===== src/rtl/uart_rx_fifo.sv =====
// Receive-side byte buffer behind the UART receiver: captures bytes on rx_done,
// streams them out over valid/ready, and keeps overrun and framing-error statistics.
module uart_rx_fifo #(
  parameter int DEPTH = 16,
  parameter int CNT_W = 8
) (
  input  logic                    clk,
  input  logic                    rst_n,
  input  logic [7:0]              rx_data,
  input  logic                    rx_done,
  input  logic                    rx_err,
  input  logic                    clear,
  output logic [7:0]              m_data,
  output logic                    m_valid,
  input  logic                    m_ready,
  output logic [$clog2(DEPTH):0]  level,
  output logic                    full,
  output logic                    overrun,
  output logic [CNT_W-1:0]        err_count
);

  localparam int AW = $clog2(DEPTH);
  localparam int PW = AW + 1;

  logic [7:0]       mem_q [DEPTH];
  logic [PW-1:0]    wptr_q, wptr_d;
  logic [PW-1:0]    rptr_q, rptr_d;
  logic             overrun_q, overrun_d;
  logic [CNT_W-1:0] err_cnt_q, err_cnt_d;
  logic             err_dly_q;

  logic empty;
  logic push, pop, drop, err_rise;

  // Every output is decoded from registered pointers/flags only, so there is
  // no combinational path from rx_done or m_ready to any output.
  assign empty    = (wptr_q == rptr_q);
  assign full     = (wptr_q[AW] != rptr_q[AW]) && (wptr_q[AW-1:0] == rptr_q[AW-1:0]);
  assign level    = wptr_q - rptr_q;
  assign m_valid  = !empty;
  assign m_data   = mem_q[rptr_q[AW-1:0]];
  assign overrun  = overrun_q;
  assign err_count = err_cnt_q;

  // A pop on a full FIFO frees the slot the simultaneous push lands in.
  assign pop      = m_valid && m_ready;
  assign push     = rx_done && (!full || pop);
  assign drop     = rx_done && full && !pop;
  assign err_rise = rx_err && !err_dly_q;

  always_comb begin
    wptr_d    = wptr_q;
    rptr_d    = rptr_q;
    overrun_d = overrun_q;
    err_cnt_d = err_cnt_q;
    if (clear) begin
      wptr_d    = '0;
      rptr_d    = '0;
      overrun_d = 1'b0;
      err_cnt_d = '0;
    end else begin
      if (push) wptr_d = wptr_q + PW'(1);
      if (pop)  rptr_d = rptr_q + PW'(1);
      if (drop) overrun_d = 1'b1;
      if (err_rise && (err_cnt_q != {CNT_W{1'b1}})) err_cnt_d = err_cnt_q + CNT_W'(1);
    end
  end

  always_ff @(posedge clk or negedge rst_n) begin
    if (!rst_n) begin
      wptr_q    <= '0;
      rptr_q    <= '0;
      overrun_q <= 1'b0;
      err_cnt_q <= '0;
      err_dly_q <= 1'b0;
      for (int i = 0; i < DEPTH; i++) mem_q[i] <= '0;
    end else begin
      wptr_q    <= wptr_d;
      rptr_q    <= rptr_d;
      overrun_q <= overrun_d;
      err_cnt_q <= err_cnt_d;
      // Keeps sampling during clear so a level already high is not recounted.
      err_dly_q <= rx_err;
      if (push && !clear) mem_q[wptr_q[AW-1:0]] <= rx_data;
    end
  end

endmodule

===== config.mk =====
export PLATFORM = sky130hd
export DESIGN_NAME = uart_rx_fifo
export DESIGN_NICKNAME = d
export VERILOG_FILES = /design/src/rtl/uart_rx_fifo.sv
export SDC_FILE = /design/constraint.sdc
export NUM_CORES = 1
export LEC_CHECK = 0
export BUFFER_PORTS_ARGS = -buffer_cell sky130_fd_sc_hd__buf_4
export CAP_MARGIN = 5
export CORE_MARGIN = 2
export CORE_UTILIZATION = 40
export DETAILED_ROUTE_END_ITERATION = 16
export PLACE_DENSITY_LB_ADDON = 0.1
export RECOVER_POWER = 100
export SETUP_SLACK_MARGIN = 0.02
export SLEW_MARGIN = 10
export SYNTH_ARGS = -nofsm -noshare
export SYNTH_HDL_FRONTEND = slang
export SYNTH_SLANG_ARGS = --single-unit

===== constraint.sdc =====
create_clock -name clk -period 7.6 [get_ports clk]
set_clock_uncertainty 0.15 [all_clocks]
set_input_delay 1.9 -clock clk [delete_from_list [all_inputs] [get_ports clk]]
set_output_delay 1.9 -clock clk [all_outputs]
set_load 0.1 [all_outputs]

# After elaboration in Yosys (flattened, before gate mapping)
# Cells that the tools add are included.
dict set report word_totals {
  reg_bits 148
  in_bits 14
  elab_cells 67
}
dict set report op_classes {
  addsub 4
  n_lt_le_gt_ge 3
  n_eq_ne 4
  mux 14
  n_bitwise 2
  reduce_logical 19
}
# cell count
set op_table {}
lappend op_table {{$bwmux W128} 1}
lappend op_table {{$mux W8} 5}
lappend op_table {{$bmux W8 S4} 1}
lappend op_table {{$demux W8 S4} 1}
lappend op_table {{$mux W5} 4}
lappend op_table {{$add A5 B1 Y5 const B} 2}
lappend op_table {{$ge A5 B5 Y1 const B} 2}
lappend op_table {{$not A4 Y5} 2}
lappend op_table {{$logic_and A1 B1 Y1} 9}
lappend op_table {{$add A8 B1 Y8 const B} 1}
lappend op_table {{$ne A8 B8 Y1 const B} 1}
lappend op_table {{$reduce_bool A2 Y1} 4}
lappend op_table {{$eq A5 B5 Y1} 1}
lappend op_table {{$logic_not A1 Y1} 5}
lappend op_table {{$lt A5 B1 Y1 const B} 1}
lappend op_table {{$sub A5 B5 Y5} 1}
lappend op_table {{$eq A4 B4 Y1} 1}
lappend op_table {{$mux W1} 2}
lappend op_table {{$logic_or A1 B1 Y1} 1}
lappend op_table {{$ne A1 B1 Y1} 1}

# Depth between registers and ports, before layout
# Gate-level depths: netlist of the first run.
dict set report logic_depth {
  ltp_word 7
  ltp_mapped 9
}

# Worst setup path before layout of the first run
# OpenSTA, ideal clock, no wires.
dict set report synth_timing {
  path_kind {register to output}
  from {reg rptr_q[0]}
  to {out m_data[5]}
  t_arrival_ns 3.284
  slack_ns 2.266
  path_stages_with_launch 6
  path_buffers 2
  cell_sequence {dfrtp_1 -> buf_2 -> buf_2 -> mux4_2 -> mux2i_1 -> o21ai_0}
}
dict set report synth_via {
  elab_chain_cells 4
}
# item line
set synth_rtl {}
lappend synth_rtl {{from (decl)} 27} ;# logic [PW-1:0] rptr_q, rptr_d;
lappend synth_rtl {{from (signal assigned)} 79} ;# rptr_q <= rptr_d;
lappend synth_rtl {{$not A4 Y5 (implied by the code)} 41} ;# assign m_data = mem_q[rptr_q[AW-1:0]];
lappend synth_rtl {{$bmux W8 S4} 41}
lappend synth_rtl {{$mux W8 (implied by the code) (2 in series)} 41}
lappend synth_rtl {{to (decl)} 13} ;# output logic [7:0] m_data,
# Every way passes these cells. The select of a mux whose other input is x is not followed.

# Worst setup path in the final report of the first run
dict set report layout_timing {
  from {reg rptr_q[0]}
  to {out m_data[7]}
}
# The elaborated chain is that of the path after synthesis.

==> results.md, run 1 <==
- Status: finished, final reports clean
- WHS Path Cells: 1
- Endpoint, Worst Hold: mem_q[35]
- Synth Area in Simple Gates: 0.0722
- Setup violations, final: 0
- Sink Count: 148
- Startpoint types: flip-flop
- Tcrit/Tclk final: 0.781
- Row Count: 49
- Initial antenna violation count: 0
- Ant diodes: 0
- Post-synth cell types: 46
- Max Clock Freq: 0.168 GHz
- Via density: 5.54
- Crit path capture type: primary output
- FF-to-FF Start: rptr_q[0]
- Crit path time final: 5.94 ns
- Input/output buffers: 37
- Global-route wire length before repair: 26100 microns
- EDFF count, synth: 0
- Reg-to-reg setup timing slack: 3.76 ns
- GP Congestion: 0.756
- Register area share after synthesis: 0.510
- Final slew viol count: 0
- Core ar.: 0.0179 sq mm
- Synth area leaders: dfrtp_1 (51%), mux2_2 (18%), mux4_2 (7.4%)
- RSZ-0062 raised after global routing: false
- Clock latency on the worst-skew pair: 0.42 ns
- Wire per inst: 20.8 microns
- FF+latch count, synth: 148
- Resized Gates After CTS: 0
- Ports: 38
- Nets: 562
- Die height: 139 microns
- Share of cells above drive strength 1: 0.342
- Max cap viols: 0
- Synth area leader: dfrtp_1
- Yosys warnings: 0
- Clock Root Buffer: clkbuf_16
- Hold WC Path Type: reg2reg
- H-tree lvl count: 4
- Vias in the first global route: 4521
- Reg clk slew, reported paths: 0.06 ns
- Setup CP Type: reg2out
- Post-route DRC: 0
- Mux cell area share after synthesis: 0.310
- Clock Path Buffers: 2
- Max-slew headroom: 0.140
- Synth Area in Compound Gates: 0.0415
- Pre-antenna DRT Iters: 4
- Slew @ Worst Pin: 1.29 ns
- Total negative slack: 0 ns
- Power, Total: 0.00225 W
- Hold_buf cts: 0
- Worst Path Required: 5.55 ns
- Post-route ant nets: 0
- Postcts setup bufs: 0
- Synth top cells by count: dfrtp_1 (148), mux2_2 (113), mux2i_1 (27), mux4_2 (24)
- R2R Path End: mem_q[10]
- Post-DP HPWL: 10400 microns
- Reg2Reg Depth: 5
- Share of the synthesized area in the top cell type: 0.510
- Hold Fails Final Rpt: 0
- Post-Synth XOR/XNOR Area: 0.0191
- Dominant synthesized flop cell: dfrtp_1
- Routed WL: 16200 microns
- Pwr dens: 281 mW/mm^2
- Arrival time at the worst endpoint: 3.89 ns
- Most frequent cell after synthesis: dfrtp_1
- Via count: 4312
- Synth Area in Adders: 0.0200
- CP max FO: 23
- Max IR drop VDD: 0.185 mV
- DR iter-0 viols: 172
- Mapped Cells: 509
- Initial core utilization: 0.406
- Worst hold slack: 0.340 ns
- Layout area overhead: 10.6%
- Syn_nets: 534
- Grt total ovfl: 0
- Leakage Power: 3.67 nW
- Mapped Avg Cell Area: 14.3 sq um
- TritonCTS Buffers: 17
- Ys async rst share: 1.00
- Pre-CTS WS: 2.86 ns
- Aggregate global-route resource usage: 0.177
- Width of the die: 139 microns
- Largest family of logic cells by synthesized area: multiplexers
- Final worst slack: 1.66 ns
- CTS tree: built
- Mapped Area: 0.00726 sq mm
- Die Area: 0.0192 sq mm
- Min-delay src: mem_q[35]
- Pin count of the biggest net entering global routing: 79
critical path: stages, from the launching register on:
cell and delay (ns):
dfrtp_1 1.20, buf_4 0.58, mux4_2 0.32, mux2i_1 0.10
o21ai_0 0.33, clkbuf_1 0.90
final cells by class:
type	count	area (sq um)
fill	1664	9870
sequential	148	3700
multi-input combinational	319	3190
clock buffer	19	453
tap	229	287
timing repair buffer	41	225
clock inverter	13	133
inverter	10	37.5
per-layer routing:
metal  global-route usage  share of wire
met2                0.271           0.46
met4               0.0579          0.015
met1                0.250           0.49
met3               0.0414          0.032
met5                    0              0
where the power goes:
group	total, W	switching, W	internal, W
Combinational	0.000520	0.000369	0.000151
Sequential	0.000900	0.0000518	0.000848
Clock	0.000834	0.000335	0.000499
cells by family after synthesis:
family	count (synthesis)
buffers and inverters	42
xor gates and xnor gates	15
and+or+nand+nor	67
adders and majority gates	11
AOI/OAI and AO/OA	47
DFF	148
muxes	179
state kept, by name (all words and copies together) (netlist names):
name,flops
overrun,1
err_dly_q,1
err_count,8
rptr_q,5
mem_q,128
wptr_q,5
how the worst max path moves through the flow:
stage	from	to	slack (ns)	cells past startpoint
global placement	rptr_q[0]	m_data[7]	2.88	5
global route	rptr_q[0]	m_data[7]	1.45	5
floorplan	rptr_q[0]	m_data[5]	2.27	5
CTS	rptr_q[0]	m_data[7]	2.41	5
detailed placement	rptr_q[0]	m_data[7]	2.86	5
finish	rptr_q[0]	m_data[7]	1.66	5
stage by stage:
| step | utilization | cell area [sq um] | std cells |
|---|---|---|---|
| 3_3_place_gp | 0.430 | 7700 | 747 |
| 5_1_grt | 0.449 | 8030 | 779 |
| 4_1_cts | 0.463 | 8290 | 779 |
| 6_report | 0.449 | 8030 | 779 |
| 2_1_floorplan | - | 7260 | 509 |
| 3_5_place_dp | 0.430 | 7700 | 747 |
cell usage in the layout, fill, tap and decap left out, drive strengths merged, types with 3 or more instances in the layout:
cell type / n
dfrtp: 148
clkbuf: 42
inv: 11
clkinv: 6
xnor2: 8
xor2: 7
o211ai: 4
buf: 18
a221oi: 8
o31ai: 3
nand4: 9
mux2: 128
a21oi: 7
clkinvlp: 4
nor2: 17
mux4: 24
nand2: 4
mux2i: 27
o21ai: 19
nand3: 17
and2: 5
nor2b: 4
ha: 10
Power figures use the tool's default switching activity.
==> inputs of run 2 (changes only) <==
- clock period: 7.6 -> 5.6 ns (I/O delays scaled with it)
==> run 2 against run 1 <==
- clock power rose by 38%
- sequential share of layout area fell by 0.26 points
- largest cell class unchanged
- the flow now finishes with violations (max-capacitance violations, max-slew violations)
- power rose by 37%
- count of clock-buffer cells in the layout fell by 2
==> results.md, run 2 (synthesis results as in run 1) <==
- Postcts setup bufs: 0 (unchanged)
- Aggregate global-route resource usage: 0.178 (+0.000819)
- Total negative slack: 0 ns (unchanged)
- RSZ-0062 raised after global routing: false
- CP max FO: 19 (-17%)
- Via density: 5.52 (-0.31%)
- End-of-flow core utilization: 0.451 (+0.00252)
- Core ar.: 0.0179 sq mm (unchanged)
- Wire per inst: 20.6 microns (-0.99%)
- Row Count: 49 (unchanged)
- Clock latency on the worst-skew pair: 0.42 ns (about the same)
- Routed WL: 16000 microns (-0.86%)
- Vias in the first global route: 4548 (+0.60%)
- Setup violations, final: 0 (unchanged)
- Arrival time at the worst endpoint: 3.31 ns (-0.58 ns)
- Max IR drop VDD: 0.206 mV (+11%)
- Most frequent cells in the layout: dfrtp_1 (148), mux2_2 (113), mux2i_1 (27)
- Reg-to-reg setup timing slack: 1.73 ns (-2.03 ns)
- Input/output buffers: 37 (unchanged)
- Layout area overhead: 11.2%
- Critical Path Max Stage Delay: 1.07 ns (-0.13 ns)
- Max-slew headroom: -0.650 (-0.789)
- Leakage Power: 3.71 nW (+1.1%)
- Cell Chain, Critical Path: mux2i_1, a221oi_1, o21ai_0, o21ai_0, clkbuf_1
- Width of the die: 139 microns (unchanged)
- Crit path launch: rptr_q[0]
- Most common cell after layout, fill and taps aside: dfrtp_1
- Reg clk slew, reported paths: 0.06 ns (about the same)
- Final slew viol count: 83 (+83)
- R2R Path End: mem_q[27]
- TritonCTS Buffers: 17 (unchanged)
- Status: finished, violations left
- Top reg by flops: mem_q
- Worst Path Buf+Inv: 1 (-1)
- Hold Fails Final Rpt: 0 (unchanged)
- Failing checks: max-capacitance violations, max-slew violations
- Post-route ant nets: 0 (unchanged)
- Crit-path slowest cell: dfrtp_1
- Startpoint types: flip-flop
- Setup CP Type: reg2out
- GP Congestion: 0.829 (+9.6%)
- FF-to-FF Start: rptr_q[0]
- H-tree lvl count: 4 (unchanged)
- Hold WC Path Type: reg2reg
- DR iter-0 viols: 166 (-3.5%)
- Worst Path Required: 4.05 ns (-1.50 ns)
- Pre-antenna DRT Iters: 4 (unchanged)
- Crit path depth: 5 (unchanged)
- Initial core utilization: 0.406 (unchanged)
- Grt total ovfl: 0 (unchanged)
- Slew @ Worst Pin: 2.47 ns (+1.18 ns)
- Max reg flops: 128 (unchanged)
- Global-route wire length before repair: 26300 microns (+0.71%)
- Post-route DRC: 0 (unchanged)
- Critical Path Most Common Cell: o21ai_0
- Max cap viols: 2 (+2)
- Max Clock Freq: 0.206 GHz
- Clock Path Buffers: 2 (unchanged)
- Post-DP HPWL: 10600 microns (+1.8%)
- CTS tree: built
- Placed Cells: 748 (+0.13%)
- Pwr dens: 382 mW/mm^2 (+36%)
- Tcrit/Tclk final: 0.869
- Non-Filler Instances: 780 (+0.13%)
- Sink Count: 148 (unchanged)
- Via count: 4304 (-0.19%)
- Nets: 563 (+0.18%)
- Reg2Reg Depth: 6 (+1)
- Clock Root Buffer: clkbuf_16
- Resized Gates After CTS: 0 (unchanged)
- Crit path time final: 4.86 ns
- Die height: 139 microns (unchanged)
- Ports: 38 (unchanged)
- Ant diodes: 0 (unchanged)
- Crit path capture type: primary output
- Initial antenna violation count: 0 (unchanged)
- Hold_buf cts: 0 (unchanged)
- Die Area: 0.0192 sq mm (unchanged)
- Crit path max-delay family: flip-flops
- Pin count of the biggest net entering global routing: 70 (-11%)
- CP endpoint: m_data[4]
- Share of cells above drive strength 1: 0.354 (+0.0121)
-- run 2: cell count changes in the layout (fill, tap and decap cells not counted), sizes merged --
cell,change
clkinvlp,-3
inv,+5
clkbuf,-5
buf,+4
-- run 2: layout make-up --
type                       count  area, sq um
sequential                   148         3700
timing repair buffer          42          260
multi-input combinational    319         3190
inverter                      10         37.5
clock inverter                15          170
tap                          229          287
clock buffer                  17          425
fill                        1643         9830
-- run 2: per-stage QoR --
stage                     worst slack, ns  hold slack [ns]  power, W  area [sq um]
after global placement               1.69            0.320   0.00199          7720
after floorplan                     0.766            0.309   0.00181          7260
after global routing                0.526            0.360   0.00322          8080
final                               0.735            0.350   0.00309          8080
after detailed placement             1.67            0.335   0.00200          7720
after CTS                            1.21            0.350   0.00315          8320
-- run 2: report_power, final --
part | internal [W] | switching [W]
clock | 0.000668 | 0.000478
combinational | 0.000220 | 0.000506
sequential | 0.00115 | 0.0000653
total | 0.00204 | 0.00105
-- run 2: worst min-delay path by stage --
| stage | from | cells after the start | slack [ns] | endpoint |
|---|---|---|---|---|
| global route | mem_q[109] | 1 | 0.36 | mem_q[109] |
| floorplan | mem_q[32] | 1 | 0.31 | mem_q[32] |
| CTS | mem_q[43] | 1 | 0.35 | mem_q[43] |
| global placement | mem_q[43] | 1 | 0.32 | mem_q[43] |
| finish | mem_q[33] | 1 | 0.35 | mem_q[33] |
| detailed placement | mem_q[79] | 1 | 0.33 | mem_q[79] |
-- run 2: layer usage --
metal  wire length, microns  track usage  up-vias
li1                       -            -     1959
met1                   7790        0.257     2270
met2                   7600        0.269       52
met4                    263       0.0611        0
met3                    388       0.0356       23
met5                      0            0        -
==> inputs of run 3 (changes only) <==
- clock period: 5.6 -> 4.1 ns (I/O delays scaled with it)
==> run 3 against run 2 <==
- the flow still finishes with violations (max-capacitance violations, max-slew violations)
- die area stayed put
- sequential share of layout area is 0.41 points lower
- routed wire length is 3.3% higher
==> results.md, run 3 (synthesis results as in run 1) <==
- H-tree lvl count: 4 (unchanged)
- Clock latency on the worst-skew pair: 0.42 ns (about the same)
- Arrival time at the worst endpoint: 2.66 ns (-0.65 ns)
- Pre-antenna DRT Iters: 4 (unchanged)
- Setup violations, final: 0 (unchanged)
- Crit path capture type: primary output
- Sink Count: 148 (unchanged)
- Die height: 139 microns (unchanged)
- Crit path max-delay family: buffers and inverters
- Global-route wire length before repair: 26800 microns (+1.7%)
- Ant diodes: 0 (unchanged)
- Part of the power in registers: 0.390 (-0.004)
- Wire per inst: 21.1 microns (+2.5%)
- Post-route ant nets: 0 (unchanged)
- Max cap viols: 1 (-1)
- Failing checks: max-capacitance violations, max-slew violations
- Ports: 38 (unchanged)
- Startpoint types: flip-flop
- Critical Path Max Stage Delay: 0.53 ns (-0.54 ns)
- Worst Path Buf+Inv: 3 (+2)
- Postcts setup bufs: 0 (unchanged)
- Max IR drop VDD: 0.299 mV (+45%)
- Input/output buffers: 37 (unchanged)
- Clock Root Buffer: clkbuf_16
- Tcrit/Tclk final: 0.935
- Top reg by flops: mem_q
- Post-route DRC: 0 (unchanged)
- CP max FO: 21 (+2)
- Vias in the first global route: 4556 (+0.18%)
- Resized Gates After CTS: 0 (unchanged)
- Cell Area, Placed: 0.00780 sq mm (+0.97%)
- Status: finished, violations left
- Share of cells above drive strength 1: 0.377 (+0.0231)
- Most common cell after layout, fill and taps aside: dfrtp_1
- DR iter-0 viols: 266 (+60%)
- Max reg flops: 128 (unchanged)
- Hold_buf cts: 0 (unchanged)
- GP Congestion: 0.776 (-6.4%)
- Via count: 4358 (+1.3%)
- Initial core utilization: 0.406 (unchanged)
- CTS tree: built
- Switch share: 0.329 (-0.0108)
- Hold WC Path Type: reg2reg
- Width of the die: 139 microns (unchanged)
- Total negative slack: 0 ns (unchanged)
- Crit path time final: 3.83 ns
- Critical Path Most Common Cell: clkbuf_2
- Sw Pwr: 0.00138 W (+32%)
- Final-layout fill cell count: 1627 (-0.97%)
- Leakage Power: 3.77 nW (+1.6%)
- Internal cell power: 0.00282 W (+38%)
- Crit-path slowest cell: mux4_2
- Grt total ovfl: 0 (unchanged)
- Final slew viol count: 60 (-28%)
- Die Area: 0.0192 sq mm (unchanged)
- RSZ-0062 raised after global routing: false
- Reg clk slew, reported paths: 0.06 ns (about the same)
- Most frequent cells in the layout: dfrtp_1 (147), mux2_2 (113), mux2i_1 (27)
- Cell Chain, Critical Path: buf_12, clkbuf_2, mux4_2, mux2i_1, o21ai_1, clkbuf_2
- Clock Path Buffers: 2 (unchanged)
- Worst Path Required: 2.92 ns (-1.13 ns)
- Aggregate global-route resource usage: 0.183 (+0.00508)
- Post-DP HPWL: 11100 microns (+5.2%)
- Max Clock Freq: 0.261 GHz
- Pwr dens: 516 mW/mm^2 (+35%)
- Fin area: 0.00815 sq mm (+0.93%)
- Hold Fails Final Rpt: 0 (unchanged)
- Layout area overhead: 12.3%
- Clock power frac: 0.362 (-0.009)
- Core ar.: 0.0179 sq mm (unchanged)
- Routed WL: 16600 microns (+3.3%)
- Setup CP Type: reg2out
- Pin count of the biggest net entering global routing: 69 (-1.4%)
- Initial antenna violation count: 0 (unchanged)
- Slew @ Worst Pin: 1.64 ns (-0.839 ns)
- Row Count: 49 (unchanged)
- TritonCTS Buffers: 17 (unchanged)
- Max-slew headroom: -0.0902 (+0.560)
- Nets: 569 (+1.1%)
- Gate power share: 0.248 (+0.013)
- Via density: 5.54 (+0.48%)
-- run 3: changes by cell type in the layout (fill, tap and decap cells not counted), moves of 3 or more --
| cell | delta |
|---|---|
| clkbuf_8 | +6 |
| inv_6 | -4 |
| o21ai_0 | -8 |
| clkbuf_2 | +9 |
| clkbuf_1 | -4 |
| buf_4 | +3 |
| o21ai_1 | +8 |
-- run 3: cell type report --
type / count / area (sq um) / share of cell area
flip-flops and latches: 148 / 3700 / 0.455
multi-input cells: 319 / 3220 / 0.395
well taps: 229 / 287 / 0.0352
clock buffers: 25 / 515 / 0.0632
inverters: 10 / 37.5 / 0.00461
clock inverters: 7 / 70.1 / 0.00860
repair buffers: 48 / 314 / 0.0385
-- run 3: per-stage QoR --
| stage | setup slack (ns) | power (W) | hold WS [ns] | util | std cells |
|---|---|---|---|---|---|
| floorplan | 0.202 | 0.00248 | 0.309 | - | 509 |
| global placement | 0.893 | 0.00274 | 0.320 | 0.436 | 754 |
| detailed placement | 0.782 | 0.00275 | 0.334 | 0.436 | 754 |
| CTS | 0.339 | 0.00428 | 0.347 | 0.468 | 786 |
| global route | 0.121 | 0.00438 | 0.360 | 0.455 | 786 |
| finish | 0.267 | 0.00420 | 0.346 | 0.455 | 786 |
-- run 3: power by group through the flow --
stage	logic [W]	registers (W)	clock network (W)
final	0.00104	0.00164	0.00152
after global routing	0.00110	0.00165	0.00163
after CTS	0.00109	0.00164	0.00155
after detailed placement	0.00109	0.00167	0
after global placement	0.00108	0.00166	0
after floorplan	0.000838	0.00164	0
-- run 3: layer usage --
metal	wire length (microns)	track usage
met2	7870	0.286
met3	571	0.0407
met4	288	0.0579
met5	0	0
met1	7850	0.256
-- run 3: worst paths after layout --
check | startpoint | end | slack, ns | depth (start not counted)
worst min register to register | mem_q[71] | mem_q[71] | 0.35 | 1
min in group asynchronous | rst_n | err_count[6] | 0.85 | 1
worst min-delay path | mem_q[71] | mem_q[71] | 0.35 | 1
worst max register to register | rptr_q[2] | mem_q[28] | 1.11 | 7
worst max-delay path | rptr_q[0] | m_data[5] | 0.27 | 6
max in group asynchronous | rst_n | mem_q[52] | 1.16 | 2
